<file path="src/rtl/fft_pkg.sv">
// rtl/fft_pkg.sv - shared widths and twiddle-multiplier state encoding for the FFT stage
package fft_pkg;

   localparam int DATA_W   = 8;
   localparam int TW_W     = 9;
   localparam int PROD_W   = 17;
   localparam int ACC_W    = 18;
   localparam int TW_SHIFT = 8;

   typedef enum logic [2:0] {
      FLUSH = 3'd0,
      IDLE  = 3'd1,
      ISSUE = 3'd2,
      WAIT  = 3'd3,
      GAP   = 3'd4,
      DONE  = 3'd5
   } cmul_state_t;

   function automatic logic signed [ACC_W-1:0] sext_prod(input logic signed [PROD_W-1:0] p);
      return {{(ACC_W-PROD_W){p[PROD_W-1]}}, p};
   endfunction

endpackage

</file>
<file path="src/rtl/cmplx_twiddle_mult_if.sv">
// rtl/cmplx_twiddle_mult_if.sv - request/result and serial-multiplier signals of the twiddle multiplier
interface cmplx_twiddle_mult_if;
   import fft_pkg::*;

   logic                     start;
   logic signed [DATA_W-1:0] a_re;
   logic signed [DATA_W-1:0] a_im;
   logic signed [TW_W-1:0]   w_re;
   logic signed [TW_W-1:0]   w_im;
   logic                     busy;
   logic                     data_valid;
   logic signed [DATA_W-1:0] y_re;
   logic signed [DATA_W-1:0] y_im;
   logic                     mul_start;
   logic signed [DATA_W-1:0] mul_in0;
   logic signed [TW_W-1:0]   mul_in1;
   logic                     mul_valid;
   logic signed [PROD_W-1:0] mul_out;

   modport slave (
      input  start, a_re, a_im, w_re, w_im, mul_valid, mul_out,
      output busy, data_valid, y_re, y_im, mul_start, mul_in0, mul_in1
   );

   modport master (
      output start, a_re, a_im, w_re, w_im, mul_valid, mul_out,
      input  busy, data_valid, y_re, y_im, mul_start, mul_in0, mul_in1
   );

endinterface

</file>
<file path="src/rtl/cmul_round_sat.sv">
// rtl/cmul_round_sat.sv - accumulator scale by >>> 8, optional round half up (CMUL_ROUND_EN), saturate to 8 bits
module cmul_round_sat
   import fft_pkg::*;
(
   input  logic signed [ACC_W-1:0]  acc,
   output logic signed [DATA_W-1:0] y
);

   localparam int                      SAT_MAX_I = (2 ** (DATA_W - 1)) - 1;
   localparam logic signed [ACC_W-1:0] SAT_MAX   = ACC_W'(SAT_MAX_I);
   localparam logic signed [ACC_W-1:0] SAT_MIN   = ACC_W'(-SAT_MAX_I - 1);
   localparam logic signed [ACC_W-1:0] HALF_LSB  = ACC_W'(2 ** (TW_SHIFT - 1));

   logic signed [ACC_W-1:0] biased;
   logic signed [ACC_W-1:0] scaled;

   // |acc| never exceeds 65536, so adding the half LSB cannot wrap 18 bits
   always_comb begin
`ifdef CMUL_ROUND_EN
      biased = acc + HALF_LSB;
`else
      biased = acc;
`endif
      scaled = biased >>> TW_SHIFT;
      if (scaled > SAT_MAX) begin
         y = SAT_MAX[DATA_W-1:0];
      end else if (scaled < SAT_MIN) begin
         y = SAT_MIN[DATA_W-1:0];
      end else begin
         y = scaled[DATA_W-1:0];
      end
   end

endmodule

</file>
<file path="src/rtl/cmplx_twiddle_mult.sv">
// rtl/cmplx_twiddle_mult.sv - sequences y = a * w through a shared serial real multiplier (4 products)
module cmplx_twiddle_mult
   import fft_pkg::*;
#(
   parameter int MUL_FLUSH = 20
)
(
   input  logic                 clk,
   input  logic                 rst,
   cmplx_twiddle_mult_if.slave  bus
);

   localparam int             FCW        = (MUL_FLUSH > 1) ? $clog2(MUL_FLUSH) : 1;
   localparam logic [FCW-1:0] FLUSH_LAST = FCW'(MUL_FLUSH - 1);

   cmul_state_t              state;
   cmul_state_t              state_nxt;
   logic [FCW-1:0]           flush_cnt;
   logic [1:0]               k;
   logic signed [DATA_W-1:0] a_re_q;
   logic signed [DATA_W-1:0] a_im_q;
   logic signed [TW_W-1:0]   w_re_q;
   logic signed [TW_W-1:0]   w_im_q;
   logic signed [ACC_W-1:0]  acc_re;
   logic signed [ACC_W-1:0]  acc_im;
   logic signed [ACC_W-1:0]  prod_ext;
   logic                     mul_valid_q;
   logic                     mul_edge;
   logic signed [DATA_W-1:0] y_re_q;
   logic signed [DATA_W-1:0] y_im_q;
   logic signed [DATA_W-1:0] y_re_sat;
   logic signed [DATA_W-1:0] y_im_sat;
   logic                     data_valid_q;
   logic                     busy_c;
   logic                     mul_start_c;
   logic signed [DATA_W-1:0] op0;
   logic signed [TW_W-1:0]   op1;

   // only a fresh rising edge is a product; the multiplier may hold valid high
   assign mul_edge = bus.mul_valid & ~mul_valid_q;
   assign prod_ext = sext_prod(bus.mul_out);

   always_ff @(posedge clk) begin
      if (rst) begin
         state <= FLUSH;
      end else begin
         state <= state_nxt;
      end
   end

   always_comb begin
      state_nxt   = state;
      busy_c      = 1'b1;
      mul_start_c = 1'b0;
      unique case (state)
         FLUSH: begin
            if (flush_cnt == FLUSH_LAST) begin
               state_nxt = IDLE;
            end
         end
         IDLE: begin
            busy_c = 1'b0;
            if (bus.start) begin
               state_nxt = ISSUE;
            end
         end
         ISSUE: begin
            mul_start_c = 1'b1;
            state_nxt   = WAIT;
         end
         WAIT: begin
            if (mul_edge) begin
               state_nxt = GAP;
            end
         end
         GAP: begin
            state_nxt = (k == 2'd3) ? DONE : ISSUE;
         end
         DONE: begin
            state_nxt = IDLE;
         end
         default: begin
            state_nxt = FLUSH;
         end
      endcase
   end

   always_ff @(posedge clk) begin
      if (rst) begin
         flush_cnt    <= '0;
         k            <= 2'd0;
         a_re_q       <= '0;
         a_im_q       <= '0;
         w_re_q       <= '0;
         w_im_q       <= '0;
         acc_re       <= '0;
         acc_im       <= '0;
         mul_valid_q  <= 1'b0;
         y_re_q       <= '0;
         y_im_q       <= '0;
         data_valid_q <= 1'b0;
      end else begin
         mul_valid_q  <= bus.mul_valid;
         data_valid_q <= 1'b0;
         unique case (state)
            FLUSH: begin
               if (flush_cnt != FLUSH_LAST) begin
                  flush_cnt <= flush_cnt + FCW'(1);
               end
            end
            IDLE: begin
               if (bus.start) begin
                  a_re_q <= bus.a_re;
                  a_im_q <= bus.a_im;
                  w_re_q <= bus.w_re;
                  w_im_q <= bus.w_im;
                  k      <= 2'd0;
                  acc_re <= '0;
                  acc_im <= '0;
               end
            end
            WAIT: begin
               if (mul_edge) begin
                  unique case (k)
                     2'd0:    acc_re <= acc_re + prod_ext;
                     2'd1:    acc_re <= acc_re - prod_ext;
                     default: acc_im <= acc_im + prod_ext;
                  endcase
               end
            end
            GAP: begin
               if (k != 2'd3) begin
                  k <= k + 2'd1;
               end
            end
            DONE: begin
               y_re_q       <= y_re_sat;
               y_im_q       <= y_im_sat;
               data_valid_q <= 1'b1;
            end
            default: begin
            end
         endcase
      end
   end

   // product order: a_re*w_re, a_im*w_im, a_re*w_im, a_im*w_re
   always_comb begin
      op0 = a_re_q;
      op1 = w_re_q;
      unique case (k)
         2'd0: begin op0 = a_re_q; op1 = w_re_q; end
         2'd1: begin op0 = a_im_q; op1 = w_im_q; end
         2'd2: begin op0 = a_re_q; op1 = w_im_q; end
         default: begin op0 = a_im_q; op1 = w_re_q; end
      endcase
   end

   cmul_round_sat u_sat_re (
      .acc (acc_re),
      .y   (y_re_sat)
   );

   cmul_round_sat u_sat_im (
      .acc (acc_im),
      .y   (y_im_sat)
   );

   assign bus.busy       = busy_c;
   assign bus.mul_start  = mul_start_c;
   assign bus.mul_in0    = op0;
   assign bus.mul_in1    = op1;
   assign bus.data_valid = data_valid_q;
   assign bus.y_re       = y_re_q;
   assign bus.y_im       = y_im_q;

endmodule

</file>
<file path="src/flat_wrapper.sv">
// flat-port wrapper written by rule: the top's interface ports become plain ports
module cmplx_twiddle_mult_flat import fft_pkg::*;
#(
   parameter int MUL_FLUSH = 20
)
  (clk, rst, bus_start, bus_a_re, bus_a_im, bus_w_re, bus_w_im, bus_mul_valid, bus_mul_out, bus_busy, bus_data_valid, bus_y_re, bus_y_im, bus_mul_start, bus_mul_in0, bus_mul_in1);
  cmplx_twiddle_mult_if bus_i ();
  input  logic clk;
  input  logic rst;
  input wire logic [$bits(bus_i.start)-1:0] bus_start;
  input wire logic [$bits(bus_i.a_re)-1:0] bus_a_re;
  input wire logic [$bits(bus_i.a_im)-1:0] bus_a_im;
  input wire logic [$bits(bus_i.w_re)-1:0] bus_w_re;
  input wire logic [$bits(bus_i.w_im)-1:0] bus_w_im;
  input wire logic [$bits(bus_i.mul_valid)-1:0] bus_mul_valid;
  input wire logic [$bits(bus_i.mul_out)-1:0] bus_mul_out;
  output wire logic [$bits(bus_i.busy)-1:0] bus_busy;
  output wire logic [$bits(bus_i.data_valid)-1:0] bus_data_valid;
  output wire logic [$bits(bus_i.y_re)-1:0] bus_y_re;
  output wire logic [$bits(bus_i.y_im)-1:0] bus_y_im;
  output wire logic [$bits(bus_i.mul_start)-1:0] bus_mul_start;
  output wire logic [$bits(bus_i.mul_in0)-1:0] bus_mul_in0;
  output wire logic [$bits(bus_i.mul_in1)-1:0] bus_mul_in1;
  assign bus_i.start = bus_start;
  assign bus_i.a_re = bus_a_re;
  assign bus_i.a_im = bus_a_im;
  assign bus_i.w_re = bus_w_re;
  assign bus_i.w_im = bus_w_im;
  assign bus_i.mul_valid = bus_mul_valid;
  assign bus_i.mul_out = bus_mul_out;
  assign bus_busy = bus_i.busy;
  assign bus_data_valid = bus_i.data_valid;
  assign bus_y_re = bus_i.y_re;
  assign bus_y_im = bus_i.y_im;
  assign bus_mul_start = bus_i.mul_start;
  assign bus_mul_in0 = bus_i.mul_in0;
  assign bus_mul_in1 = bus_i.mul_in1;
  cmplx_twiddle_mult #(.MUL_FLUSH(MUL_FLUSH)) u_core (.clk(clk), .rst(rst), .bus(bus_i));
endmodule
</file>
<file path="config.mk">
export PLATFORM = sky130hd
export DESIGN_NAME = cmplx_twiddle_mult_flat
export DESIGN_NICKNAME = d
export VERILOG_FILES = /design/src/rtl/fft_pkg.sv /design/src/rtl/cmplx_twiddle_mult_if.sv /design/src/rtl/cmul_round_sat.sv /design/src/rtl/cmplx_twiddle_mult.sv /design/src/flat_wrapper.sv
export SDC_FILE = /design/constraint.sdc
export NUM_CORES = 1
export LEC_CHECK = 0
export ABC_CLOCK_PERIOD_IN_PS = 4800
export CORE_ASPECT_RATIO = 2
export CORE_MARGIN = 4
export CORE_UTILIZATION = 55
export CTS_BUF_LIST = sky130_fd_sc_hd__clkbuf_8
export DETAILED_ROUTE_END_ITERATION = 12
export MAX_ROUTING_LAYER = met4
export PLACE_DENSITY_LB_ADDON = 0.12
export SLEW_MARGIN = 10
export SYNTH_ARGS = -nofsm -noshare
export SYNTH_HDL_FRONTEND = slang
export SYNTH_SLANG_ARGS = --single-unit
export TNS_END_PERCENT = 1
</file>
<file path="constraint.sdc">
create_clock -name clk -period 4.8 [get_ports clk]
set_clock_uncertainty 0.05 [all_clocks]
set_input_delay 0.96 -clock clk [delete_from_list [all_inputs] [get_ports clk]]
set_output_delay 0.96 -clock clk [all_outputs]
set_load 0.005 [all_outputs]
</file>
# == After elaboration in Yosys (flattened, before gate mapping) ==
# Index checks and enable logic that the tools add are counted.
# op_classes
add_sub_neg,5
order_cmp,4
n_eq_ne,17
muxes,24
n_bitwise,2
reduce_logical,13
# op_table
op,count
one-hot mux 18 bit (2 select lines),3
two-way mux 18 bit,4
two-way mux 8 bit,5
adder 18 x 17 -> 18 bit,2
> comparator 10 x 8 -> 1 bit (second input constant),2
less-than comparator 10 x 8 -> 1 bit (second input constant),2
one-hot mux 3 bit (6 select lines),1
subtractor 18 x 17 -> 18 bit,1
two-way mux 3 bit,4
two-way mux 9 bit,1
AND reduction 4 bit,2
equality test 3 x 2 -> 1 bit (second input constant),2
equality test 3 bit (second input constant),2
inequality test 2 x 1 -> 1 bit (second input constant),3
inequality test 2 bit (second input constant),3
AND reduction 3 bit,2
OR reduction 2 bit,3
adder 5 x 1 -> 5 bit (second input constant),1
equality test 5 bit (second input constant),1
inequality test 5 bit (second input constant),1
equality test 2 bit (second input constant),2
two-way mux 2 bit,2
one-hot mux 2 bit (2 select lines),1
AND reduction 2 bit,2
other kinds (10),13
# totals
register_bits,98
in_bits,55
output_inout_bits,36
elab_cells,78

# == Longest topological paths before layout ==
# depth
depth_word,5
ltp_mapped,14

# == Cells and area by module ==
# Synthesis repeated with hierarchy kept, for this count alone.
# hier_totals
hier_cells,767
hier_area_um2,6019.5
# modules_own_cells
mod,n_inst,cells_per_inst,area_per_inst_um2
cmplx_twiddle_mult,1,717,5701.7
cmul_round_sat,2,25,158.9

# == Worst setup path after synthesis ==
# No wires, ideal clock.
# synth_timing
kind,input-to-reg
start,input bus_mul_out[5]
end,register u_core.acc_re[17]
setup_ns,0.073
t_arrival_ns,3.516
t_required_ns,4.677
slack_ns,1.161
stages,11
path_cell_list,nor4_4 a41oi_1 nor2_1 xor2_1 ha_1 a21o_1 a21o_1 a221oi_1 a21boi_1 or4b_1 o211ai_2
# synth_via
elab_chain_len,4
word_cells_on_any_way,5
# synth_rtl
item,line_no,text
start: declaration,flat_wrapper.sv:16,input wire logic [$bits(bus_i.mul_out)-1:0] bus_mul_out;
subtractor 18 x 17 -> 18 bit / adder 18 x 17 -> 18 bit (equally long branches),"cmplx_twiddle_mult.sv:126, cmplx_twiddle_mult.sv:125",
one-hot mux 18 bit (2 select lines) (*),cmplx_twiddle_mult.sv:124,unique case (k)
two-way mux 18 bit (*),cmplx_twiddle_mult.sv:123,if (mul_edge) begin
one-hot mux 18 bit (2 select lines) (*),cmplx_twiddle_mult.sv:105,unique case (state)
end signal: assignment,cmplx_twiddle_mult.sv:125,2'd0: acc_re <= acc_re + prod_ext;
end signal: assignment,cmplx_twiddle_mult.sv:126,2'd1: acc_re <= acc_re - prod_ext;
end: declaration,cmplx_twiddle_mult.sv:24,logic signed [ACC_W-1:0] acc_re;
# Every way passes the cells marked *; elsewhere a longest branch is shown, timed or not. The select of a mux whose other input is x is not followed.
# A chain may end at the register's enable or synchronous reset.

# == Worst setup path after layout ==
# layout_timing
start,input bus_mul_out[0]
end,register u_core.acc_re[17]
# Same word-level chain as after synthesis.

==> results.yml <==
logic_synthesis:
  synth_top_area_cell: "dfxtp_1"
  synth.distinct_cells: 59
  yosys_warnings: 0
  syn_nets: 815
  yosysSeqAreaShare: 0.341
  synth_area_leaders: "dfxtp_1 (34%), a21oi_1 (8.8%), ha_1 (8.7%)"
  syn_inst: 718
  syn_avg_cell_area_um2: 8.01
  synth_seq_cells: 98
  synth_top_area_frac: 0.341
  synth_area_um2: 5750
  ys.flop_type: "dfxtp_1"
  synth_edf_count: 0
  synth_async_sr_flop_share: 0
placement:
  placed_cells: 921
  place_congestion: 0.926
  placed_cell_area_um2: 6770
  pre_cts_slack_ps: 270
  dp_hpwl_mm: 11.7
  io_buffers: 90
clocking:
  cts_buffers: 9
  clockBufferDepth: 2
  postCtsSetupBuffers: 0
  cts_sinks: 98
  cts-resized-gates: 0
  cts-root-buf: "clkbuf_8"
  htreeDepth: 3
  clkSlewWorstSetupHoldPaths_ps: 100
  clock_latency_ps: 370
  ctsHoldBuffers: 0
  cts_tree: "done"
drt:
  drtIter0Drc: 224
  via_count: 5467
  routed.top_layer: "met4"
  avgViaCountPerCell: 5.83
  dr_wl_met3_um: 625
  dr_wl_met2_mm: 8.17
  routedWlPerCell_um: 15.9
  m1WireLength_mm: 5.52
  antenna_left: 0
  drc_errors: 0
  wl_mm: 14.9
  dr.pass1.iters: 5
power_and_ir_drop:
  combPwrFrac: 0.189
  power_switching_w: 0.000519
  pwr-share-clk: 0.304
  internal_power_w: 0.00122
  p_leak_nw: 2.68
  switching_share: 0.299
  p_seq_frac: 0.506
  p_per_area_nw_per_um2: 249
  max-vdd-ir-drop_mv: 0.202
setup_path:
  slowest_delay_ps: 610
  crit_fanout: 6
  path_cells: "clkdlybuf4s50_1, inv_1, ha_1, a41oi_1, nor2_1, xor2_1, ha_1, a21o_1, a21o_1, a221oi_1, a21boi_1, or4b_1, o211ai_2"
  rr_worst_depth: 12
  crit_family: "compound AO/OA/AOI/OAI gates"
  cp_slowest_cell: "clkdlybuf4s50_1"
  path_buf_inv: 2
  worst_setup_path_end_kind: "flip-flop"
  critPathArrivalTime_ps: 4420
  crit_type: "input port to flip-flop"
  cp-start-kind: "input port"
  cp.depth: 13
  cp.required_ps: 5060
sta:
  fin_crit_sh: 0.868
  fin_ws_ps: 635
  hold_viol: 0
  setup_viol_count_final: 0
  fmax_ghz: 0.240
  finalMaxSlewViolations: 0
  final.setup.tns_ps: 0
  rsz0062_at_grt: "false"
  finalCriticalPeriod_ps: 4170
  worst_pin_slew_ps: 828
  relSlewSlack: 0.448
flow_run:
  drv_cap: 0
final_layout:
  area_growth_pct: 21.1
  post_route_cells_drive_above_1_share: 0.0698
  stdcell_area_um2: 6960
  post-route-util: 0.686
  antennaDiodeCount: 0
  nets: 894
  finalNonFillerCells: 937
floorplan:
  die_h_um: 153
  dieArea_um2: 12200
  initial_core_util: 0.566
  placementRows: 52
  die_x_um: 80.3
  core_um2: 10100
  io_pins: 91
global_routing:
  grt_pass1_vias: 5440
  grt_start_max_net_pins: 81
  grt_pass1_wl_mm: 24.3
  grt_usage: 0.254
  grt_remaining_overflow: 0
  antenna_found_initial: 0
outcome:
  status: "completed"
worst_hold_path:
  hold_path_depth: 2
  min_path_type: "flip-flop to flip-flop"
-- worst register-to-register path: cells and delay by family, from the launching register on --
kind / cells / cell delay [ps]
fa+ha+maj: 2 / 820
flops: 1 / 400
simple gates: 2 / 640
xor+xnor: 1 / 170
buf+inv: 1 / 80
compound gates: 6 / 1410
-- metal layers --
layer | GRT usage | vias up
li1 | - | 2687
met1 | 0.250 | 2538
met2 | 0.471 | 194
met3 | 0.0343 | 48
met4 | 0.122 | 0
met5 | - | -
-- stage by stage --
| stage | hold WS, ps | total power [W] |
|---|---|---|
| 4_1_cts | 411 | 0.00175 |
| 3_5_place_dp | 396 | 0.00122 |
| 6_report | 406 | 0.00173 |
| 5_1_grt | 428 | 0.00181 |
| 3_3_place_gp | 389 | 0.00121 |
| 2_1_floorplan | 379 | 0.00109 |
-- synthesized netlist by cell type, types with 9 or more instances --
cell type / n
nor2_1: 42
o21ai_1: 16
a22o_1: 9
xor2_1: 16
o21ai_0: 27
a21oi_1: 101
ha_1: 40
xnor2_1: 27
nor3_1: 10
a21o_1: 15
nand2_1: 128
inv_1: 22
clkbuf_1: 27
dfxtp_1: 98
nand3_1: 24
mux2_2: 18
-- kinds of logic (layout without fill, tap and decap cells) --
logic type | after synthesis | count (layout) | synth area share
adders and majority gates | 42 | 42 | 0.0940
muxes | 20 | 20 | 0.0387
and+or+nand+nor | 247 | 247 | 0.200
DFF | 98 | 98 | 0.341
buffers and inverters | 55 | 139 | 0.0366
xor gates and xnor gates | 43 | 43 | 0.0655
AOI/OAI and AO/OA | 213 | 213 | 0.224
-- worst paths after layout --
path	startpoint	slack, ps	end
worst max register to register	u_core.k[1]	1170	u_core.acc_re[17]
worst min register to register	u_core.bus.y_re[4]	410	u_core.bus.y_re[4]
worst max-delay path	bus_mul_out[0]	630	u_core.acc_re[17]
worst min-delay path	u_core.bus.y_re[4]	410	u_core.bus.y_re[4]
-- area by class of cell --
class,instances,area [um2]
Tap cell,135,169
Multi-Input combinational cell,565,3580
Clock inverter,6,56.3
Timing Repair Buffer,101,978
Clock buffer,10,138
Inverter,22,82.6
Fill cell,900,3190
Sequential cell,98,1960
-- power groups by stage --
stage | Sequential (W) | Combinational [W] | Clock, W
after floorplan | 0.000883 | 0.000202 | 0
after global routing | 0.000882 | 0.000363 | 0.000566
after global placement | 0.000893 | 0.000319 | 0
after detailed placement | 0.000896 | 0.000327 | 0
after CTS | 0.000877 | 0.000330 | 0.000543
final | 0.000878 | 0.000328 | 0.000528
-- state kept, by name (all words and copies together) (netlist names), 5 cells and up --
signal,count
u_core.a_re_q,8
u_core.a_im_q,8
u_core.bus.y_im,8
u_core.acc_re,18
u_core.w_im_q,9
u_core.acc_im,18
u_core.w_re_q,9
u_core.flush_cnt,5
u_core.bus.y_re,8
-- cell usage in the layout (no fill, tap or decap), types with 15 or more instances in the layout --
cell type and instances:
clkdlybuf4s50_1 89, a21o_1 15, xor2_1 16, inv_1 22
nor2_1 42, o21ai_0 27, nand2_1 128, dfxtp_1 98
mux2_2 18, xnor2_1 27, nand3_1 24, o21ai_1 16
a21oi_1 101, ha_1 40
No activity file was read; power rests on OpenSTA's default activity.
